**config.mk**
```make
export PLATFORM = sky130hd
export DESIGN_NAME = uart_rx_sipo
export DESIGN_NICKNAME = d
export VERILOG_FILES = /design/src/rtl/uart_rx_sipo.sv
export SDC_FILE = /design/constraint.sdc
export NUM_CORES = 1
export LEC_CHECK = 0
export BUFFER_PORTS_ARGS = -buffer_cell sky130_fd_sc_hd__buf_2
export CAP_MARGIN = 20
export CORE_ASPECT_RATIO = 1.75
export CORE_MARGIN = 8
export CORE_UTILIZATION = 39
export DETAILED_ROUTE_END_ITERATION = 8
export GPL_ROUTABILITY_DRIVEN = 0
export HOLD_SLACK_MARGIN = 0.08
export PLACE_DENSITY = 0.68
export SYNTH_ARGS = -nofsm -noshare
export SYNTH_HDL_FRONTEND = slang
export SYNTH_SLANG_ARGS = --single-unit
```
**constraint.sdc**
```tcl
create_clock -name clk -period 1.55 [get_ports clk]
set_input_delay 0 -clock clk [delete_from_list [all_inputs] [get_ports clk]]
set_output_delay 0 -clock clk [all_outputs]
set_load 0.03 [all_outputs]
```
**src/rtl/uart_rx_sipo.sv**
```systemverilog
// UART receiver: 2-flop line synchroniser, mid-bit sampling FSM and an LSB-first
// shift register. Output is one byte per good frame, with a pulse on framing errors.
`timescale 1ns/1ps
module uart_rx_sipo #(
  parameter int  CLKS_PER_BIT = 16,
  localparam int HALF_BIT     = CLKS_PER_BIT / 2
) (
  input  logic       clk,
  input  logic       rst_n,
  input  logic       rxd,
  output logic [7:0] rx_data,
  output logic       rx_valid,
  output logic       frame_err,
  output logic       busy
);

  localparam int CNT_W = $clog2(CLKS_PER_BIT);

  typedef enum logic [2:0] {
    S_IDLE,
    S_START,
    S_DATA,
    S_STOP,
    S_BREAK
  } state_e;

  state_e             state_q, state_d;
  logic               rxd_meta_q, rxd_s_q;
  logic [CNT_W-1:0]   cnt_q, cnt_d;
  logic [2:0]         bit_idx_q, bit_idx_d;
  logic [7:0]         shift_q, shift_d;
  logic [7:0]         rx_data_q, rx_data_d;
  logic               rx_valid_q, rx_valid_d;
  logic               frame_err_q, frame_err_d;
  logic               busy_q;

  // Sync flops reset to the idle level so a reset release never looks like a start edge.
  always_ff @(posedge clk or negedge rst_n) begin
    if (!rst_n) begin
      rxd_meta_q <= 1'b1;
      rxd_s_q    <= 1'b1;
    end else begin
      rxd_meta_q <= rxd;
      rxd_s_q    <= rxd_meta_q;
    end
  end

  always_ff @(posedge clk or negedge rst_n) begin
    if (!rst_n) begin
      state_q     <= S_IDLE;
      cnt_q       <= '0;
      bit_idx_q   <= '0;
      shift_q     <= '0;
      rx_data_q   <= '0;
      rx_valid_q  <= 1'b0;
      frame_err_q <= 1'b0;
      busy_q      <= 1'b0;
    end else begin
      state_q     <= state_d;
      cnt_q       <= cnt_d;
      bit_idx_q   <= bit_idx_d;
      shift_q     <= shift_d;
      rx_data_q   <= rx_data_d;
      rx_valid_q  <= rx_valid_d;
      frame_err_q <= frame_err_d;
      busy_q      <= (state_d != S_IDLE);
    end
  end

  always_comb begin
    state_d     = state_q;
    cnt_d       = cnt_q + CNT_W'(1);
    bit_idx_d   = bit_idx_q;
    shift_d     = shift_q;
    rx_data_d   = rx_data_q;
    rx_valid_d  = 1'b0;
    frame_err_d = 1'b0;
    case (state_q)
      S_IDLE: begin
        // Held at zero so the counter starts from 0 on START entry.
        cnt_d = '0;
        if (!rxd_s_q) state_d = S_START;
      end
      S_START: begin
        if (cnt_q == CNT_W'(HALF_BIT - 1)) begin
          cnt_d = '0;
          if (!rxd_s_q) begin
            state_d   = S_DATA;
            bit_idx_d = '0;
          end else begin
            state_d = S_IDLE;
          end
        end
      end
      S_DATA: begin
        if (cnt_q == CNT_W'(CLKS_PER_BIT - 1)) begin
          cnt_d     = '0;
          shift_d   = {rxd_s_q, shift_q[7:1]};
          bit_idx_d = bit_idx_q + 3'd1;
          if (bit_idx_q == 3'd7) state_d = S_STOP;
        end
      end
      S_STOP: begin
        if (cnt_q == CNT_W'(CLKS_PER_BIT - 1)) begin
          cnt_d = '0;
          if (rxd_s_q) begin
            rx_data_d  = shift_q;
            rx_valid_d = 1'b1;
            state_d    = S_IDLE;
          end else begin
            frame_err_d = 1'b1;
            state_d     = S_BREAK;
          end
        end
      end
      S_BREAK: begin
        // A line stuck low after a bad stop bit must not retrigger START.
        cnt_d = '0;
        if (rxd_s_q) state_d = S_IDLE;
      end
      default: begin
        cnt_d   = '0;
        state_d = S_IDLE;
      end
    endcase
  end

  assign rx_data   = rx_data_q;
  assign rx_valid  = rx_valid_q;
  assign frame_err = frame_err_q;
  assign busy      = busy_q;

endmodule

```
==> impl_metrics.ini <==
[status]
status = finished with violations
violations = setup timing

[drt]
drtIter0Drc = 25
wl_per_cell_um = 15.6
drc = 0
antenna_left = 0
drt-total-wl_mm = 2.79
route.met2.wl_mm = 1.55
met1_length_mm = 1.06
dr.pass1.iters = 4
top_layer_used = met4
viasPerCell = 4.98
wl_met3_um = 117
num_vias = 891

[synth]
synth.area.top_cells = dfrtp_1 (56%), mux2_2 (13%), dfstp_2 (4.0%), ha_1 (2.9%), nor2_1 (1.4%)
syn-num-nets = 104
synth_ff_type = dfrtp_1
synth.top_cell.area_share_pct = 55.7
yosysWarnings = 0
netlist_area_um2 = 1300
synth_top_area_cell = dfrtp_1
syn_area_per_cell_um2 = 13.3
synth_edf_count = 0
ys_seq_area_share_pct = 59.8
synth-async-reset-ratio_pct = 100
synth_cells = 98
synthDistinctLibCells = 33
synth-seq-cells = 31

[floorplan]
die_y_um = 92.5
start_util_pct = 39.6
die-area_um2 = 5520
coreArea_um2 = 3290
rows = 28
ios = 14
die_w_um = 59.7

[clocking]
clkTransAtPathRegs_ns = 0.06
cts_buffer_depth = 2
cts_max_level = 2
cts_tree = built
clock_latency_ns = 0.28
numCtsBuffers = 5
cts.sinks = 31
clock-root-buffer = clkbuf_8

[sta]
tightestPinTransition_ns = 0.664
period_needed_ns = 1.60
slew_violations = 0
setup_ws_ns = -0.0477
fmax_ghz = 0.626
rsz0062_at_grt = yes
finalCritPeriodShare_pct = 103
setup_viol = 9
hold_violations = 0
relSlewSlack_pct = 55.7
finClkSkew_ns = 0.00313

[global_route]
antenna_found_initial = 0
grt_usage_pct = 9.70
grt_max_degree = 32
grt_first_pass_wirelength_mm = 4.08
grt_overflow_total = 0
first_global_vias = 956

[critical_path]
slowest_delay_ns = 0.40
crit_arrival_ns = 1.77
cp_cell_sequence = ha_4 > nand3_4 > nor4_4 > buf_6 > mux2_4
worstSetupPathType = flip-flop to flip-flop
cpMaxStageDelayCell = dfrtp_1
start_kind = flip-flop
critical_path_required_ns = 1.72
critPathCaptureType = flip-flop
crit_fanout = 6
reg2reg_depth = 5

[placement]
dp.cells = 163
place_ws_ns = -0.0275
hpwl_mm = 1.74
port_buffers = 13
placed_cell_area_um2 = 1510

[layout]
fill_cells = 298
finalInstanceArea_um2 = 1800
mostFrequentLayoutCells = dfrtp_1 (29), mux2_4 (17), buf_4 (17)
seqCellArea_um2 = 778
fin_nets = 139
multiInputGateArea_um2 = 583
n_antenna_cell = 0
instances_no_fill = 179
area_growth_pct = 37.9
drive_gt1_share_pct = 49.3
layout_commonest_cell = dfrtp_1

[pwr]
p_comb_share_pct = 27.2
max-vdd-ir-drop_uv = 963
cellPowerDensity_nw_per_um2 = 1370
finalPower_w = 0.00245
switchingPower_w = 0.000702
swShare_pct = 28.6
power_leakage_nw = 0.885
power_frac_clock_pct = 33.3
pwr-share-seq_pct = 39.6
p_int_w = 0.00175

[hold_path]
hold_class = input port to asynchronous set/reset pin

[job]
drv_cap = 0
timing repair:
action | in CTS | in global routing
pin swaps | 1 | 6
hold buffers | 2 | 0
setup buffers | 0 | 4
setup endpoints to repair | 17 | 19
endpoints found under the hold margin | 30 | 0
gates cloned | 0 | 2
resized for setup | 2 | 26
path summary, 6_finish.rpt:
path | slack [ns] | start | end
hold / removal | 0.29 | rst_n | rx_data[4]
min in group clk | 0.36 | rxd | rxd_meta_q
setup reg to reg | -0.05 | cnt_q[0] | shift_q[6]
max in group asynchronous | 0.83 | rst_n | state_q[1]
hold reg to reg | 0.36 | rxd_meta_q | rxd_s_q
setup / recovery | -0.05 | cnt_q[0] | shift_q[6]
logic make-up (layout without fill, tap and decap cells):
| group | count (synthesis) | in the layout | share of synthesized area (%) |
|---|---|---|---|
| muxes | 17 | 17 | 15.0 |
| adders and majority gates | 3 | 3 | 2.88 |
| AOI/OAI and AO/OA | 8 | 8 | 4.71 |
| buffers and inverters | 11 | 47 | 3.94 |
| DFF | 31 | 31 | 59.8 |
| xor gates and xnor gates | 3 | 3 | 2.02 |
| and+or+nand+nor | 25 | 25 | 11.7 |
layout make-up:
type	count	area share, %
Clock buffer	6	4.60
Clock inverter	2	1.95
Inverter	4	0.836
Multi-Input combinational cell	56	32.5
Sequential cell	31	43.3
Tap cell	45	3.13
Timing Repair Buffer	35	13.7
Yosys cell counts (3+ instances only):
library cell / n
nor2b_1: 3
inv_1: 4
ha_1: 3
clkbuf_1: 4
nor2_1: 5
mux2_2: 15
dfrtp_1: 29
power groups by stage:
| stage | Combinational, W | Sequential (W) | Clock (W) |
|---|---|---|---|
| floorplan | 0.000338 | 0.000971 | 0 |
| finish | 0.000666 | 0.000971 | 0.000817 |
| global route | 0.000726 | 0.000979 | 0.000855 |
| detailed placement | 0.000547 | 0.000967 | 0 |
| global placement | 0.000526 | 0.000961 | 0 |
| CTS | 0.000562 | 0.000965 | 0.000833 |
registers in the layout, summed over array words and instances, names as in the netlist:
register    flops
rx_data         8
shift_q         8
cnt_q           4
bit_idx_q       3
state_q         3
busy            1
frame_err       1
rx_valid        1
rxd_meta_q      1
rxd_s_q         1
layer usage:
metal	vias up	track usage (%)
met5	-	0
met4	0	6.01
met3	5	3.89
met2	15	17.0
met1	455	8.78
li1	416	-
worst max-delay path, delay by kind of cell (launching register included):
kind / cells / cell delay (ns)
adder cells (fa/ha/maj): 1 / 0.18
buffers and inverters: 1 / 0.19
flip-flops: 1 / 0.40
multiplexers: 1 / 0.31
AND/OR/NAND/NOR: 2 / 0.40
through the flow:
| step | utilization (%) | hold slack [ns] | setup TNS, ns |
|---|---|---|---|
| floorplan | - | -0.296 | -0.160 |
| global placement | 45.7 | 0.0561 | 0 |
| detailed placement | 45.7 | 0.0703 | -0.188 |
| CTS | 50.3 | 0.302 | -0.0286 |
| global route | 54.6 | 0.363 | -1.10 |
| finish | 54.6 | 0.292 | -0.366 |
(Power assumes the default switching activity.)
